## src/rtl/pr_stream_ctrl_pkg.sv

```systemverilog
// Shared types and constants for the partial-reconfiguration stream controller:
// FSM state encoding, pr_ip status codes and the timeout error code.
package pr_stream_ctrl_pkg;

  typedef enum logic [3:0] {
    IDLE,
    FREEZE,
    START,
    WAIT_ACK,
    STREAM,
    WAIT_RESULT,
    RELEASE,
    DONE,
    ERROR
  } state_t;

  localparam logic [2:0] ST_POWERUP     = 3'b000;
  localparam logic [2:0] ST_PR_ERR      = 3'b001;
  localparam logic [2:0] ST_CRC_ERR     = 3'b010;
  localparam logic [2:0] ST_INCOMPAT    = 3'b011;
  localparam logic [2:0] ST_IN_PROGRESS = 3'b100;
  localparam logic [2:0] ST_SUCCESS     = 3'b101;

  localparam logic [2:0] ERR_TIMEOUT    = 3'b111;

  // Reserved codes 110/111 fall through as "no event", same as POWERUP.
  function automatic logic is_fail(input logic [2:0] status);
    return status inside {ST_PR_ERR, ST_CRC_ERR, ST_INCOMPAT};
  endfunction

endpackage

```

## src/rtl/pr_stream_ctrl_timer.sv

```systemverilog
// Loadable down-counter with a zero flag; saturates at zero.
// Shared by the freeze settle phases and, when enabled, the watchdog.
module pr_stream_timer #(
  parameter int W = 8
) (
  input  logic         clk,
  input  logic         n_rst,
  input  logic         load,
  input  logic [W-1:0] load_val,
  input  logic         dec,
  output logic         zero
);

  logic [W-1:0] cnt_q, cnt_d;

  always_comb begin
    cnt_d = cnt_q;
    if (load)
      cnt_d = load_val;
    else if (dec && (cnt_q != '0))
      cnt_d = cnt_q - 1'b1;
  end

  // NOTE: sequential state uses non-blocking assignments so every flop samples pre-edge values.
  always_ff @(posedge clk or negedge n_rst) begin
    if (!n_rst) cnt_q <= '0;
    else        cnt_q <= cnt_d;
  end

  assign zero = (cnt_q == '0);

endmodule

```

## src/rtl/pr_stream_ctrl.sv

```systemverilog
// Upstream controller for one pr_ip: freeze, pr_start pulse, bitstream pass-through,
// status monitoring and freeze release. Optional watchdog: PR_STREAM_CTRL_TIMEOUT_EN.
module pr_stream_ctrl
  import pr_stream_ctrl_pkg::*;
#(
  parameter int NUM_WORDS      = 1024,
  parameter int SETTLE_CYCLES  = 16,
  parameter int TIMEOUT_CYCLES = 50000000
) (
  input  logic        clk,
  input  logic        n_rst,
  input  logic        start,
  input  logic [15:0] src_data,
  input  logic        src_valid,
  output logic        src_ready,
  output logic        pr_start,
  output logic [15:0] pr_data,
  output logic        pr_data_valid,
  input  logic        pr_data_ready,
  input  logic [2:0]  pr_status,
  output logic        freeze,
  output logic        busy,
  output logic        done,
  output logic        error,
  output logic [2:0]  err_code
);

  localparam int WC_W = $clog2(NUM_WORDS + 1);
  localparam logic [WC_W-1:0] LAST_WORD = WC_W'(NUM_WORDS - 1);
`ifdef PR_STREAM_CTRL_TIMEOUT_EN
  localparam int TW = 32;
`else
  localparam int TW = (SETTLE_CYCLES > 1) ? $clog2(SETTLE_CYCLES) : 1;
`endif
  localparam logic [TW-1:0] SETTLE_LOAD = TW'(SETTLE_CYCLES - 1);

  if ((NUM_WORDS < 1) || (SETTLE_CYCLES < 1) || (TIMEOUT_CYCLES < 1)) begin : g_param_check
    $error("pr_stream_ctrl: NUM_WORDS, SETTLE_CYCLES and TIMEOUT_CYCLES must all be >= 1");
  end

  state_t          state_q, state_d;
  logic [WC_W-1:0] wcnt_q, wcnt_d;
  logic [2:0]      err_code_q, err_code_d;
  logic            freeze_q, freeze_d;
  logic            pr_start_q, pr_start_d;
  logic            busy_q, busy_d;
  logic            done_q, done_d;
  logic            error_q, error_d;

  logic            tmr_load, tmr_dec, tmr_zero;
  logic [TW-1:0]   tmr_val;
  logic            streaming, xfer, monitoring;

  assign streaming  = (state_q == STREAM);
  assign xfer       = streaming && src_valid && pr_data_ready;
  assign monitoring = state_q inside {WAIT_ACK, STREAM, WAIT_RESULT};

  pr_stream_timer #(.W(TW)) u_timer (
    .clk     (clk),
    .n_rst   (n_rst),
    .load    (tmr_load),
    .load_val(tmr_val),
    .dec     (tmr_dec),
    .zero    (tmr_zero)
  );

  // NOTE: every always_comb output gets a default first so no path can infer a latch.
  always_comb begin
    state_d    = state_q;
    wcnt_d     = wcnt_q;
    err_code_d = err_code_q;
    tmr_load   = 1'b0;
    tmr_val    = SETTLE_LOAD;
    tmr_dec    = 1'b0;

    unique case (state_q)
      IDLE, DONE, ERROR: begin
        if (start) begin
          state_d    = FREEZE;
          wcnt_d     = '0;
          err_code_d = '0;
          tmr_load   = 1'b1;
        end
      end
      FREEZE: begin
        tmr_dec = 1'b1;
        if (tmr_zero) state_d = START;
      end
      START: begin
        state_d = WAIT_ACK;
`ifdef PR_STREAM_CTRL_TIMEOUT_EN
        tmr_load = 1'b1;
        tmr_val  = TW'(TIMEOUT_CYCLES - 1);
`endif
      end
      WAIT_ACK: begin
        if (pr_status == ST_IN_PROGRESS) state_d = STREAM;
      end
      STREAM: begin
        if (xfer) begin
          wcnt_d = wcnt_q + 1'b1;
          if (wcnt_q == LAST_WORD) state_d = WAIT_RESULT;
        end
      end
      WAIT_RESULT: begin
        if (pr_status == ST_SUCCESS) begin
          state_d  = RELEASE;
          tmr_load = 1'b1;
        end
      end
      RELEASE: begin
        tmr_dec = 1'b1;
        if (tmr_zero) state_d = DONE;
      end
      default: state_d = IDLE;
    endcase

    // Abort paths override whatever the state logic chose above.
    if (monitoring) begin
`ifdef PR_STREAM_CTRL_TIMEOUT_EN
      tmr_dec = 1'b1;
      if (tmr_zero) begin
        state_d    = ERROR;
        err_code_d = ERR_TIMEOUT;
      end
`endif
      if (is_fail(pr_status)) begin
        state_d    = ERROR;
        err_code_d = pr_status;
      end
    end

    freeze_d   = !(state_d inside {IDLE, DONE});
    busy_d     = !(state_d inside {IDLE, DONE, ERROR});
    pr_start_d = (state_d == START);
    done_d     = (state_d == DONE);
    error_d    = (state_d == ERROR);
  end

  always_ff @(posedge clk or negedge n_rst) begin
    if (!n_rst) begin
      state_q    <= IDLE;
      wcnt_q     <= '0;
      err_code_q <= '0;
      freeze_q   <= 1'b0;
      pr_start_q <= 1'b0;
      busy_q     <= 1'b0;
      done_q     <= 1'b0;
      error_q    <= 1'b0;
    end else begin
      state_q    <= state_d;
      wcnt_q     <= wcnt_d;
      err_code_q <= err_code_d;
      freeze_q   <= freeze_d;
      pr_start_q <= pr_start_d;
      busy_q     <= busy_d;
      done_q     <= done_d;
      error_q    <= error_d;
    end
  end

  // Data path is a gated pass-through so a word moves in the same cycle it is offered.
  assign pr_data       = streaming ? src_data : 16'h0000;
  assign pr_data_valid = streaming && src_valid;
  assign src_ready     = streaming && pr_data_ready;

  assign freeze   = freeze_q;
  assign pr_start = pr_start_q;
  assign busy     = busy_q;
  assign done     = done_q;
  assign error    = error_q;
  assign err_code = err_code_q;

endmodule

```

## config.mk

```make
export PLATFORM = sky130hd
export DESIGN_NAME = pr_stream_ctrl
export DESIGN_NICKNAME = d
export VERILOG_FILES = /design/src/rtl/pr_stream_ctrl_pkg.sv /design/src/rtl/pr_stream_ctrl_timer.sv /design/src/rtl/pr_stream_ctrl.sv
export SDC_FILE = /design/constraint.sdc
export NUM_CORES = 1
export LEC_CHECK = 0
export CORE_MARGIN = 4
export CORE_UTILIZATION = 46
export DETAILED_ROUTE_END_ITERATION = 16
export HOLD_SLACK_MARGIN = 0.03
export PLACE_DENSITY = 0.8
export SLEW_MARGIN = 20
export SYNTH_ARGS = -nofsm -noshare
export SYNTH_HDL_FRONTEND = slang
export SYNTH_SLANG_ARGS = --single-unit
export TNS_END_PERCENT = 30
```

## constraint.sdc

```tcl
create_clock -name clk -period 2.66 [get_ports clk]
set_clock_uncertainty 0.15 [all_clocks]
set_input_delay 0.532 -clock clk [delete_from_list [all_inputs] [get_ports clk]]
set_output_delay 0.532 -clock clk [all_outputs]
set_load 0.01 [all_outputs]
```

==> results.ini, run 1 <==
[outcome]
status=finished clean

[logic_synthesis]
post_synth_instance_area_um2=1620
synth_nets=197
synthFlopType=dfrtp_1
synth.distinct_cells=49
ys_ff_latch=27
synth-edff-count=0
share_of_synthesized_registers_carrying_an_async_set_or_reset_pct=100
syn_area_per_cell_um2=9.50
yosysSeqAreaShare_pct=41.6
netlist_instances=171
yosys_warnings=0

[placed_design]
dpl.hpwl_mm=3.21
number_of_buffer_cells_added_on_primary_ports=49
placed_cells=270
gp_congestion=0.843

[timing]
fin_setup_tns_ps=0
timing.max_slew.rel_slack_pct=59.8
tightest_slew_ps=599
timing.fmax_ghz=0.419
final.hold.worst_slack_ps=370
final_period_minus_worst_setup_slack_ps=2390
rsz0062_at_grt=false
timing.final.hold_violations=0
maxSlewViolCount=0
setup_viol=0
finalCritPeriodShare_pct=89.8

[route]
antenna_nets_post_route=0
drt_pass1_iterations=4
routed_wl_mm=4.03
post_drt_wl_per_cell_um=14.7
detail_route.iter0.violations=128
drt_drc_violations_left=0
dr_total_vias=1468
viasPerCell=5.36

[worst_setup_path]
maximum_fanout_encountered_on_the_critical_timing_path=20
required_ps=1980
path_cells=nor4b_2 -> buf_4 -> and2_1 -> dlygate4sd2_1
cp_slowest_stage_delay_ps=430
critPathArrivalTime_ps=1710
critical_path.slowest_cell=dfrtp_1
reg2reg_slack_ps=340
worst_setup_path_start_kind=flop
timing.reg2reg.worst_path_depth=7
timing.critical_path.to_type=output port
setup.worst_path.class=reg -> out

[finish]
antennaDiodeCount=0
mostFrequentLayoutCell=clkdlybuf4s50_1
finish.cell_count_without_fillers=274
nNetsFinal=255
mostFrequentLayoutCells=31 x clkdlybuf4s50_1, 27 x dfrtp_1, 19 x and2_1, 19 x nand2_1, 18 x dlygate4sd2_1
drive_above_1_share_pct=11.0
areaGrowthSynthToFinish_pct=37.1

[clock_tree]
post-cts-setup-buffers=0
path_clk_slew_ps=150
htreeDepth=1
clock_insertion_delay_worst_skew_ps=320
number_of_buffers_added_by_the_clock_tree_synthesis_step=3
tritoncts_num_sinks=27
cts_root_buffer=clkbuf_4
tritoncts_clock_tree=built
clock_tree.buffer_depth=2

[die]
io_pins=50
die_area_um2=4550
die_width_um=67.4
initial_utilization_pct=48.3
chipHeight_um=67.4
core_outline_area_um2=3360
placementRows=21

[global_route]
maximum_number_of_pins_on_one_net_before_global_route_repair=28
gr-total-overflow=0
vias_in_the_first_global_route=1489
wire_length_of_the_first_global_routing_pass_mm=6.76
gr-usage-all-layers_pct=19.5
grt_antenna_before_repair=0

[power]
power.density_nw_per_um2=647
power_frac_comb_pct=49.4
p_clk_share_pct=12.0
sw_frac_of_total_pct=37.4
internal-power_w=0.000902
total_power_w=0.00144
static-leakage-power_nw=1.05
seq_power_share_pct=38.6
power.net_switching_w=0.000538
irDropWorstVdd_uv=450

[job]
max_cap_violations=0

[hold_path]
min_path_cells=2
class_of_the_worst_hold_path=reg -> reg

[power groups by stage]
stage | logic, W | clock network [W] | registers [W]
2_1_floorplan | 0.000463 | 0 | 0.000575
3_3_place_gp | 0.000688 | 0 | 0.000559
3_5_place_dp | 0.000723 | 0 | 0.000566
4_1_cts | 0.000717 | 0.000183 | 0.000558
5_1_grt | 0.000784 | 0.000195 | 0.000568
6_report | 0.000711 | 0.000173 | 0.000556
[critical path, delay by kind of cell (launching register included)]
kind          cells  cell delay [ps]
buf+inv           2              510
flops             1              430
simple gates      2              440
[synth_stat cells (2+ instances only)]
cell type | n | area share (%)
nand3_1 | 8 | 2.5
o21ai_0 | 2 | 0.62
dfrtp_1 | 27 | 42
nor3_1 | 3 | 0.92
or3b_1 | 2 | 1.1
a211oi_1 | 3 | 1.4
ha_1 | 2 | 1.5
buf_2 | 4 | 1.2
inv_1 | 6 | 1.4
xor2_1 | 3 | 1.6
a21oi_1 | 4 | 1.2
nand3b_1 | 4 | 1.8
a21o_1 | 2 | 0.92
nor4b_1 | 2 | 1.1
clkbuf_1 | 2 | 0.46
xnor2_1 | 8 | 4.3
nand2_1 | 19 | 4.4
and4_1 | 3 | 1.6
nor2_1 | 15 | 3.5
nand4b_1 | 2 | 1.1
and3_1 | 2 | 0.77
o211ai_1 | 2 | 0.92
and2_1 | 19 | 7.3
nand4_1 | 2 | 0.77
[flip-flops by register name, indices dropped and copies added, names as in the netlist, 3 cells and up]
signal,cells
wcnt_q,11
state_q,4
u_timer.cnt_q,4
err_code,3
[through the flow]
| stage | util, % | instance area (µm²) | setup WS [ps] |
|---|---|---|---|
| after floorplan | - | 1620 | 562 |
| after global placement | 66.1 | 2220 | 180 |
| after detailed placement | 66.1 | 2220 | 30.7 |
| after CTS | 66.2 | 2230 | 240 |
| after global routing | 66.2 | 2230 | 138 |
| final | 66.2 | 2230 | 272 |
[cell type report]
type,count,area (µm²)
Fill cell,302,1140
Sequential cell,27,676
Timing Repair Buffer,60,551
Tap cell,46,57.6
Clock buffer,4,26.3
Inverter,6,22.5
Multi-Input combinational cell,131,893
[path summary, 6_finish.rpt]
kind	start	end
setup / recovery	state_q[3]	pr_data[9]
hold / removal	err_code[1]	err_code[1]
setup reg to reg	u_timer.cnt_q[0]	busy
hold reg to reg	err_code[1]	err_code[1]
max in group asynchronous	n_rst	u_timer.cnt_q[1]
min in group asynchronous	n_rst	pr_start
[routing by layer]
metal	routed length, µm	global-route usage [%]	up-vias	share of wire, %
li1	-	-	721	-
met1	1660	23.1	722	41
met2	2210	34.7	19	55
met3	104	4.49	6	2.6
met4	53	6.08	0	1.3
met5	0	0	-	0
[logic make-up after synthesis]
logic type / share of synthesized area [%]
AOI/OAI and AO/OA: 13.3
xor gates and xnor gates: 5.93
adders and majority gates: 1.54
buffers and inverters: 3.78
DFF: 41.6
and+or+nand+nor: 33.8
[timing repair]
item                                    in CTS  in global routing
hold buffers                                 0                  0
resized for setup                           18                  0
endpoints found under the setup margin      18                  0
(Power assumes the default switching activity.)
==> run 2: changes to the inputs <==
ABC_CLOCK_PERIOD_IN_PS = 2660   (was unset)
==> results of run 2 <==
Same layout as run 1: the final DEF is identical, and so are final timing and power.
